## config.mk

```make
export PLATFORM = sky130hd
export DESIGN_NAME = cacheline_adaptor
export DESIGN_NICKNAME = d
export VERILOG_FILES = /design/src/rtl/cacheline_adaptor.sv
export SDC_FILE = /design/constraint.sdc
export NUM_CORES = 1
export LEC_CHECK = 0
export ABC_AREA = 0
export CELL_PAD_IN_SITES_DETAIL_PLACEMENT = 0
export CELL_PAD_IN_SITES_GLOBAL_PLACEMENT = 1
export CORE_AREA = 4 4 277 279
export CTS_BUF_LIST = sky130_fd_sc_hd__clkbuf_2 sky130_fd_sc_hd__clkbuf_4 sky130_fd_sc_hd__clkbuf_8
export DETAILED_ROUTE_END_ITERATION = 7
export DIE_AREA = 0 0 281 283
export HOLD_SLACK_MARGIN = 0.06
export MAX_ROUTING_LAYER = met4
export PLACE_DENSITY = 0.66
export SYNTH_ARGS = -nofsm -noshare
export SYNTH_HDL_FRONTEND = slang
export SYNTH_SLANG_ARGS = --single-unit
export TNS_END_PERCENT = 10
```

## constraint.sdc

```tcl
create_clock -name clk -period 9.8 [get_ports clk]
set_clock_uncertainty 0.1 [all_clocks]
set_input_delay 0.98 -clock clk [delete_from_list [all_inputs] [get_ports clk]]
set_output_delay 0.98 -clock clk [all_outputs]
set_load 0.01 [all_outputs]
```

## src/rtl/cacheline_adaptor.sv

```systemverilog
// cacheline_adaptor
//   Memory-side responder for the cache arbiter's line interface. Takes one
//   256-bit line read or write at a time and turns it into a 4-beat x 64-bit
//   burst toward physical memory, then pulses resp_o for one cycle.
//
// Ports
//   clk, rst     clock (posedge) and asynchronous active-high reset
//   line_i       write line from arbiter, sampled when the request is accepted
//   line_o       read line to arbiter, valid only while resp_o=1 after a read
//   address_i    line address from arbiter, sampled when the request is accepted
//   read_i       line read request (level, held until resp_o)
//   write_i      line write request (level, held until resp_o)
//   resp_o       one-cycle completion pulse
//   burst_i      read beat from memory, valid when resp_i=1
//   burst_o      current write beat to memory
//   address_o    line-aligned burst address, nonzero only while bursting
//   read_o       burst read request to memory
//   write_o      burst write request to memory
//   resp_i       memory beat strobe, one per beat, gaps allowed
//
// Handshake: the arbiter raises read_i or write_i and holds it; the request is
// accepted in IDLE on the next clock (write wins over read). Memory sees read_o
// or write_o held for the whole burst and acknowledges each beat with a
// one-cycle resp_i; a cycle without resp_i stalls the beat counter. After the
// last beat the block spends one cycle in DONE with resp_o=1, ignoring the
// still-held request, and then returns to IDLE.
module cacheline_adaptor #(
  parameter int LINE_W  = 256,
  parameter int BURST_W = 64,
  parameter int ADDR_W  = 32
) (
  input  logic              clk,
  input  logic              rst,
  input  logic [LINE_W-1:0] line_i,
  output logic [LINE_W-1:0] line_o,
  input  logic [ADDR_W-1:0] address_i,
  input  logic              read_i,
  input  logic              write_i,
  output logic              resp_o,
  input  logic [BURST_W-1:0] burst_i,
  output logic [BURST_W-1:0] burst_o,
  output logic [ADDR_W-1:0] address_o,
  output logic              read_o,
  output logic              write_o,
  input  logic              resp_i
);

  localparam int BEATS = LINE_W / BURST_W;
  localparam int CNT_W = (BEATS > 1) ? $clog2(BEATS) : 1;
  localparam int OFF_W = $clog2(LINE_W / 8);
  localparam logic [CNT_W-1:0] LAST_BEAT = CNT_W'(BEATS - 1);

  typedef enum logic [1:0] {
    ST_IDLE = 2'd0,
    ST_RD   = 2'd1,
    ST_WR   = 2'd2,
    ST_DONE = 2'd3
  } state_e;

  state_e                          state_q, state_d;
  logic [CNT_W-1:0]                cnt_q, cnt_d;
  logic [BEATS-1:0][BURST_W-1:0]   buf_q, buf_d;
  logic [ADDR_W-1:0]               addr_q, addr_d;
  // Remembers whether the finished burst was a read, so line_o is only
  // driven in DONE after a read.
  logic                            is_rd_q, is_rd_d;

  always_ff @(posedge clk or posedge rst) begin
    if (rst) begin
      state_q <= ST_IDLE;
      cnt_q   <= '0;
      buf_q   <= '0;
      addr_q  <= '0;
      is_rd_q <= 1'b0;
    end else begin
      state_q <= state_d;
      cnt_q   <= cnt_d;
      buf_q   <= buf_d;
      addr_q  <= addr_d;
      is_rd_q <= is_rd_d;
    end
  end

  always_comb begin
    state_d = state_q;
    cnt_d   = cnt_q;
    buf_d   = buf_q;
    addr_d  = addr_q;
    is_rd_d = is_rd_q;
    case (state_q)
      ST_IDLE: begin
        if (write_i) begin
          buf_d   = line_i;
          addr_d  = address_i;
          is_rd_d = 1'b0;
          state_d = ST_WR;
        end else if (read_i) begin
          addr_d  = address_i;
          is_rd_d = 1'b1;
          state_d = ST_RD;
        end
      end
      ST_RD: begin
        if (resp_i) begin
          buf_d[cnt_q] = burst_i;
          // Counter wraps to 0 on the last beat, ready for the next burst.
          cnt_d = cnt_q + CNT_W'(1);
          if (cnt_q == LAST_BEAT) state_d = ST_DONE;
        end
      end
      ST_WR: begin
        if (resp_i) begin
          cnt_d = cnt_q + CNT_W'(1);
          if (cnt_q == LAST_BEAT) state_d = ST_DONE;
        end
      end
      ST_DONE: begin
        state_d = ST_IDLE;
      end
      default: begin
        state_d = ST_IDLE;
      end
    endcase
  end

  // Outputs decode registered state only, so an asynchronous reset clears
  // them immediately.
  always_comb begin
    read_o    = (state_q == ST_RD);
    write_o   = (state_q == ST_WR);
    resp_o    = (state_q == ST_DONE);
    address_o = '0;
    burst_o   = '0;
    line_o    = '0;
    if (state_q == ST_RD || state_q == ST_WR) begin
      address_o = {addr_q[ADDR_W-1:OFF_W], {OFF_W{1'b0}}};
    end
    if (state_q == ST_WR) begin
      burst_o = buf_q[cnt_q];
    end
    if (state_q == ST_DONE && is_rd_q) begin
      line_o = buf_q;
    end
  end

endmodule
```

After elaboration in Yosys (flattened, before gate mapping) --
Index checks and enable logic that the tools add are counted.
Storage, ports and cells: register bits after elaboration 293, bits of input ports 357, output and inout port bits 355, logic and storage cells 51
Cells by class: add/sub/neg operators 1, $lt $le $gt $ge 2, eq/ne operators 9, mux-type cells 20, reductions and logical operators 11
Operators by type and width (number):
- 2-to-1 mux 256 bit | 3
- one-hot mux 256 bit (2 select lines) | 1
- bitwise mux 256 bit | 1
- 2-to-1 mux 64 bit | 3
- binary-select mux 64 bit (select 2 bit) | 1
- demux 64 bit (select 2 bit) | 1
- 2-to-1 mux 32 bit | 3
- 2-to-1 mux 2 bit | 4
- equality test 2 bit, second input constant | 3
- != test 2 x 1 -> 1 bit, second input constant | 3
- one-hot mux 2 bit (3 select lines) | 1
- AND reduction 3 bit | 2
- AND reduction 2 bit | 2
- nonzero test 2 bit | 2
- < comparator 2 x 3 -> 1 bit, second input constant | 1
- != test 3 bit, second input constant | 1
- adder 2 x 1 -> 2 bit, second input constant | 1
- equality test 2 x 1 -> 1 bit, second input constant | 1
- >= comparator 2 x 1 -> 1 bit, second input constant | 1
- logical AND 1 bit | 2
- zero test 2 bit | 1
- 2-to-1 mux 1 bit | 2
- != test 2 bit, second input constant | 1
- OR reduction 2 bit | 1
- logical OR 1 bit | 1

Depth between registers and ports, before layout --
Gate-level depths: netlist (run 1).
depth in word-level cells 7, depth in mapped cells 9, depth with buffers taken out 5

Worst setup path before layout (run 1) --
No wires, ideal clock.
kind register to output, start point reg cnt_q[0], end point out burst_o[25], arrival 1654 ps, required time 8720 ps, setup slack 7066 ps, stages on the path, launching flop included 5, buffers on the path 2, cells stage by stage dfrtp_1 > buf_2 > buf_2 > mux4_2 > and2_1
Between the ends: longest elaborated chain between the ends 3
RTL lines:
- start, declared | RTL line 61 | logic [CNT_W-1:0] cnt_q, cnt_d;
- start signal, assigned | RTL line 77 | cnt_q <= cnt_d;
- binary-select mux 64 bit (select 2 bit) | RTL line 139 | burst_o = buf_q[cnt_q];
- 2-to-1 mux 64 bit (implied by the code) | RTL line 139
- 2-to-1 mux 64 bit | RTL line 138 | if (state_q == ST_WR) begin
- end, declared | RTL line 41 | output logic [BURST_W-1:0] burst_o,
No other way between the ends. The select of a mux whose other input is x is not followed.

Worst setup path after layout (run 1) --
start point reg cnt_q[0], end point out burst_o[40]
Same word-level chain as after synthesis.

==> results of run 1 <==
[critical path, stage by stage, from the launching register on]
cell	delay, ps
dfrtp_4	650
buf_4	690
buf_4	650
mux4_2	580
and2_1	170
clkdlybuf4s50_1	510
[flip-flops by register name (all words and copies together), names as in the netlist]
| name | cells |
|---|---|
| addr_q | 27 |
| buf_q | 256 |
| cnt_q | 2 |
| is_rd_q | 1 |
| state_q | 2 |
[routing by layer]
| layer | vias up | global-route usage |
|---|---|---|
| li1 | 7772 | - |
| met1 | 8894 | 0.273 |
| met2 | 755 | 0.354 |
| met3 | 152 | 0.0492 |
| met4 | 0 | 0.0692 |
| met5 | - | - |
[cell type report]
| class | instances | area [µm²] | share of cell area |
|---|---|---|---|
| Clock inverter | 11 | 115 | 0.00418 |
| Sequential cell | 288 | 7220 | 0.262 |
| Clock buffer | 97 | 1180 | 0.0430 |
| Tap cell | 969 | 1210 | 0.0440 |
| Timing Repair Buffer | 729 | 7240 | 0.263 |
| Multi-Input combinational cell | 1181 | 9780 | 0.355 |
| Inverter | 198 | 752 | 0.0273 |
| Antenna cell | 19 | 47.5 | 0.00173 |
[final timing paths]
kind                            slack, ps  cells after the start          end        from
worst min-delay path                  400                      1   addr_q[13]  addr_q[13]
max in group asynchronous            7350                      3   buf_q[145]         rst
worst min register to register        400                      1   addr_q[13]  addr_q[13]
worst max register to register       5780                      6    buf_q[97]  state_q[1]
worst max-delay path                 4720                      5  burst_o[40]    cnt_q[0]
min in group asynchronous             700                      2   buf_q[199]         rst
[Yosys cell counts, types with 10 or more instances]
library cell,count
inv_1,197
mux4_2,64
nand3_1,192
dfrtp_1,288
buf_1,17
buf_6,23
and2_1,92
a22o_1,64
mux2_2,261
o21ai_0,193
clkbuf_1,132
and3_1,256
buf_2,10
mux2_4,20
[cell families (layout without fill, tap and decap cells)]
group | count (synthesis) | in the layout | synth area share
AO/OA/AOI/OAI | 262 | 262 | 0.0838
buffers and inverters | 387 | 1035 | 0.0897
AND/OR/NAND/NOR | 552 | 552 | 0.174
adder cells (fa/ha/maj) | 9 | 9 | 0.00607
multiplexers | 352 | 352 | 0.257
flip-flops | 288 | 288 | 0.388
XOR/XNOR | 1 | 1 | 0.000472
other | 1 | 24 | 0.000202
[power by group]
part           switching (µW)  leakage [µW]  internal (µW)
Clock                     592      0.000696            813
Combinational            2660       0.00795           2630
Sequential                563       0.00352           1810
[metrics by stage]
step                setup slack [ps]  area (µm²)  total power (µW)  std cells
floorplan                        771       18600              5490       1856
global placement                5240       26200              7610       3365
detailed placement              5260       26200              7710       3365
CTS                             4500       27500              9170       3473
global route                    4390       27500              9610       3490
finish                          4720       27500              9070       3492
==> flow_summary.toml, run 1 <==
[clocking]
cts_hold_buf = 0
cts_tree = "done"
post_cts_buffers = 0
clock_path_buffers = 3
clk_latency_ps = 640
cts_buffers = 58
numClockSinks = 288
cts_resized = 0
clockRootBuffer = "clkbuf_8"
path_clk_slew_ps = 60
cts-htree-levels = 2

[sta]
tns_ps = 0
rsz0062_at_grt = "false"
fin_crit_sh = 0.518
whs_ps = 395
finalSetupViolations = 0
maxClockFrequency_mhz = 197
hold_viol = 0
fin_crit_ps = 5080
worst_slew_pin_slew_ps = 1200
relSlewSlack = 0.202
slew_viol_final = 0

[synthesis]
syn_area_per_cell_um2 = 10.0
synth-main-ff-cell = "dfrtp_1"
synth-seq-cells = 288
synth_cell_type_count = 30
synth_top_area_share = 0.388
synthCells = 1852
synth_area_leaders = "dfrtp_1 39%, mux2_2 16%, and3_1 8.6%"
ys_warn_count = 0
synthArstFlopShare = 1.00
seq_area_frac_synth = 0.388
syn_area_um2 = 18600
yosysTopAreaCell = "dfrtp_1"
synth-edff-count = 0

[cells_and_area]
fin_util = 0.371
final_common_cell = "clkdlybuf4s50_1"
n_fill_cell = 7453
nets = 2822
drive_gt1_frac = 0.199
area_growth_pct = 48.5
final_cell_mix = "701 x clkdlybuf4s50_1, 285 x dfrtp_1, 261 x mux2_2"

[detailed_routing]
wl_met1_mm = 37.0
viasPerCell = 5.03
routed.top_layer = "met4"
dr.pass1.iters = 5
vias = 17600
wl_met2_mm = 42.3
wl_per_cell_um = 25.2
drc = 0
final_antenna_net_count = 0
dr_wl_met3_mm = 6.05
drtIter0Drc = 1019
routed_wirelength_mm = 88.1

[critical_path]
cp-start-kind = "flip-flop"
required_ps = 8720
critPathMaxFanout = 29
crit_type = "flip-flop to output pin"
cp.arrival_ps = 4000
cp-end-kind = "output pin"

[power_and_ir_drop]
p_leak_uw = 0.0122
peakVddDrop_mv = 0.232
power_density_nw_per_um2 = 329

[flow_run]
drv_cap = 0

[global_routing]
globalRoute.totalOverflow = 0
gr-usage-all-layers = 0.219
grt_pass1_wl_mm = 128
grt_max_degree = 150
grt_pass1_vias = 18800
antenna_found_initial = 17

[status]
outcome = "finished, final reports clean"

[floorplanning]
ioPinCount = 712
dieWidth_um = 281
die_y_um = 283
rows = 100
start_util = 0.250
die_area_um2 = 79500
coreArea_um2 = 74200

[placement]
dp_hpwl_mm = 59.0
port_buffers = 701
place_congestion = 0.872

[hold_path]
hold_class = "flip-flop to flip-flop"
Note: power is estimated with default switching activity, not from simulation.
==> run 2, diff against run 1 <==
- PLACE_DENSITY: 0.66 -> 0.68
- clock period: 9.8 -> 4.52 ns (I/O delays scaled with it)
==> run 2 against run 1 <==
Effect of this change:
- sequential share of layout area down 0.14 points
- final area up 0.55%
- largest power group unchanged
- largest cell class unchanged
- global-route usage down 0.076 points
==> flow_summary.toml, run 2 (synthesized netlist as in run 1, its figures left out) <==
[status]
outcome = "finished, final reports clean"

[floorplanning]
die_y_um = 283
rows = 100
ioPinCount = 712
start_util = 0.250
dieWidth_um = 281
die_area_um2 = 79500
coreArea_um2 = 74200

[clocking]
cts_buffers = 57
post_cts_buffers = 0
clockRootBuffer = "clkbuf_8"
path_clk_slew_ps = 60
cts_hold_buf = 0
cts_resized = 0
cts_tree = "done"
numClockSinks = 288
clk_latency_ps = 630
cts-htree-levels = 2
clock_path_buffers = 3

[cells_and_area]
multi_input_area_um2 = 9780
drive_gt1_frac = 0.204
n_fill_cell = 7453
nets = 2838
top_regs = "buf_q: 256 flops, addr_q: 27 flops"
finalNonFillerCells = 3506
largest_register_ffs = 256
top_register = "buf_q"
area_growth_pct = 49.3
seqCellArea_um2 = 7220
final_cell_mix = "701 x clkdlybuf4s50_1, 285 x dfrtp_1, 261 x mux2_2"
final_common_cell = "clkdlybuf4s50_1"

[critical_path]
critical_path.max_stage_delay_ps = 1100
crit_slowest_cell = "dfrtp_4"
cp-start-kind = "flip-flop"
reg2reg_depth = 6
crit_type = "flip-flop to output pin"
cp_top_family = "flip-flops"
path_depth = 4
required_ps = 3970
path_cells = "buf_4, mux4_2, and2_1, clkdlybuf4s50_1"
crit_buf_inv = 2
r2r-end = "buf_q[97]"
rrSetupSlack_ps = 1160
r2r_start = "cnt_q[1]"
critPathMaxFanout = 50
cp.arrival_ps = 3380
cp-end-kind = "output pin"

[sta]
maxClockFrequency_mhz = 254
hold_viol = 0
fin_crit_ps = 3940
fin_crit_sh = 0.871
whs_ps = 292
tns_ps = 0
worst_slew_pin_slew_ps = 1070
slew_viol_final = 0
finalSetupViolations = 0
relSlewSlack = 0.289
rsz0062_at_grt = "false"

[placement]
placed_cells = 3382
port_buffers = 701
place_congestion = 0.891
dp_hpwl_mm = 61.0

[detailed_routing]
drtIter0Drc = 996
routed_wirelength_mm = 87.5
wl_per_cell_um = 25.0
dr.pass1.iters = 5
viasPerCell = 5.05
final_antenna_net_count = 0
vias = 17700
drc = 0

[power_and_ir_drop]
peakVddDrop_mv = 0.553
power_uw = 19600
p_leak_uw = 0.0122
power_density_nw_per_um2 = 709

[global_routing]
grt_max_degree = 211
gr-usage-all-layers = 0.218
antenna_found_initial = 21
grt_pass1_wl_mm = 128
grt_pass1_vias = 19100
globalRoute.totalOverflow = 0

[flow_run]
drv_cap = 0

[hold_path]
hold_class = "input port to async pin"
## run 2: cell count changes in the layout (fill, tap and decap cells not counted)
| cell | change |
|---|---|
| clkinv_2 | +3 |
| buf_4 | +11 |
| bufinv_16 | -1 |
| clkbuf_4 | -5 |
| inv_6 | -1 |
| buf_12 | +6 |
| clkbuf_8 | +1 |
| inv_8 | -1 |
| clkinvlp_4 | +1 |
## run 2: stage by stage
step,utilization,setup WS (ps),instance area (µm²)
after floorplan,-,149,18600
after CTS,0.373,516,27700
after global routing,0.373,516,27700
after detailed placement,0.356,1110,26400
after global placement,0.356,1190,26400
final,0.373,584,27700
## run 2: where the power goes
part	switching [µW]	total [µW]	internal, µW
combinational	5820	11600	5800
clock	1260	2930	1680
sequential	1170	5100	3930
## run 2: layout make-up
class / instances / area share
repair buffers: 746 / 0.269
well taps: 969 / 0.0438
clock buffers: 93 / 0.0419
inverters: 198 / 0.0270
multi-input cells: 1181 / 0.353
clock inverters: 12 / 0.00330
diodes: 19 / 0.00172
flip-flops and latches: 288 / 0.261
## run 2: worst max path at each step
stage | startpoint | end | slack [ps]
after floorplan | rst | addr_q[10] | 150
after global placement | cnt_q[1] | buf_q[93] | 1190
final | cnt_q[1] | burst_o[63] | 580
after CTS | cnt_q[1] | burst_o[63] | 520
after detailed placement | cnt_q[1] | buf_q[97] | 1110
after global routing | cnt_q[1] | burst_o[41] | 520
## run 2: routing by layer
| layer | GRT usage | part of all wire |
|---|---|---|
| met5 | - | 0 |
| met4 | 0.0750 | 0.032 |
| met3 | 0.0475 | 0.073 |
| met2 | 0.360 | 0.49 |
| met1 | 0.263 | 0.41 |
==> run 3, diff against run 2 <==
- PLACE_DENSITY: 0.68 -> 0.66
- clock period: 4.52 -> 4.41 ns (I/O delays scaled with it)
==> run 3 against run 2 <==
Effect of this change:
- non-clock buffer count fell by 7
- worst hold slack worse by 9.5 ps
- via count decreased by 1.1%
- critical endpoint is now burst_o[40]
==> flow_summary.toml, run 3 (synthesized netlist as in run 1, its figures left out) <==
[critical_path]
cp.arrival_ps = 3380
cp-start-kind = "flip-flop"
crit_type = "flip-flop to output pin"
critPathMaxFanout = 48
cp-end-kind = "output pin"
required_ps = 3870

[cells_and_area]
finalNonFillerCells = 3500
fin_util = 0.375
area_growth_pct = 49.9
largest_register_ffs = 256
drive_gt1_frac = 0.201
nets = 2832
final_common_cell = "clkdlybuf4s50_1"
final_cell_mix = "701 x clkdlybuf4s50_1, 285 x dfrtp_1, 261 x mux2_2"
top_register = "buf_q"
top_regs = "buf_q: 256 flops, addr_q: 27 flops"

[global_routing]
antenna_found_initial = 24
globalRoute.totalOverflow = 0
grt_max_degree = 214
gr-usage-all-layers = 0.217
grt_pass1_vias = 18800
grt_pass1_wl_mm = 128

[sta]
worst_slew_pin_slew_ps = 985
fin_crit_sh = 0.889
whs_ps = 282
rsz0062_at_grt = "false"
maxClockFrequency_mhz = 255
setup_slack_ps = 491
relSlewSlack = 0.343
finalSetupViolations = 0
slew_viol_final = 0
fin_crit_ps = 3920
tns_ps = 0
hold_viol = 0

[placement]
place_congestion = 0.889
dp_hpwl_mm = 61.2
placed_cells = 3375
port_buffers = 701
preCtsSetupSlack_ps = 1090

[clocking]
post_cts_buffers = 0
cts_tree = "done"
path_clk_slew_ps = 70
clk_latency_ps = 630
cts_buffers = 58
cts-htree-levels = 2
clockRootBuffer = "clkbuf_8"
cts_resized = 0
cts_hold_buf = 0
clock_path_buffers = 3
numClockSinks = 288

[flow_run]
drv_cap = 0

[status]
outcome = "finished, final reports clean"

[detailed_routing]
routed_wirelength_mm = 87.3
dr.pass1.iters = 7
viasPerCell = 5.00
wl_per_cell_um = 25.0
vias = 17500
final_antenna_net_count = 0
drtIter0Drc = 1157
drc = 0

[floorplanning]
rows = 100
start_util = 0.250
ioPinCount = 712
coreArea_um2 = 74200
die_y_um = 283
dieWidth_um = 281
die_area_um2 = 79500

[power_and_ir_drop]
power_density_nw_per_um2 = 730
p_leak_uw = 0.0123
peakVddDrop_mv = 0.659

[hold_path]
hold_class = "input port to async pin"
==> run 3: changes by cell type in the layout (fill, tap and decap cells not counted), sizes merged <==
cell      previous run  this run
clkinv              10         3
bufinv               1         4
diode               19        21
clkbuf              93        96
buf                 45        38
inv                197       196
clkinvlp             2         3
==> run 3: worst max-delay path, cell delays in order (launching register included) <==
cell and delay (ps):
dfrtp_4 1040, buf_4 530, mux4_2 380, and2_1 180, clkdlybuf4s50_1 500
==> run 3: cell type report <==
class,count,area [µm²]
clock buffer,96,1210
tap,969,1210
antenna,21,52.6
sequential,288,7220
multi-input combinational,1181,9780
clock inverter,8,145
fill,7394,46400
timing repair buffer,739,7440
inverter,198,748
==> run 3: routing by layer <==
metal,vias to the layer above,track usage,routed length (µm)
li1,7791,-,-
met1,8784,0.261,35400
met2,763,0.358,42500
met3,159,0.0518,6720
met4,0,0.0726,2690
met5,-,-,0
==> run 3: per-stage QoR <==
stage	total power (µW)	area (µm²)
3_3_place_gp	16900	26400
6_report	20300	27800
5_1_grt	21500	27800
4_1_cts	20500	27800
3_5_place_dp	17100	26400
2_1_floorplan	12200	18600
==> run 3: where the power goes <==
group | internal (µW) | leakage, µW | switching (µW)
clock | 1960 | 0.000711 | 1300
combinational | 5960 | 0.00803 | 5750
sequential | 4020 | 0.00352 | 1320
==> run 3: path summary, 6_finish.rpt <==
check	depth (start not counted)	from	slack (ps)	to
min reg2reg	1	addr_q[11]	400	addr_q[11]
max	4	cnt_q[1]	490	burst_o[40]
min	2	rst	280	buf_q[144]
max reg2reg	6	cnt_q[1]	1140	buf_q[29]
min in group clk	2	address_i[17]	320	addr_q[17]
max in group asynchronous	3	rst	2870	buf_q[169]
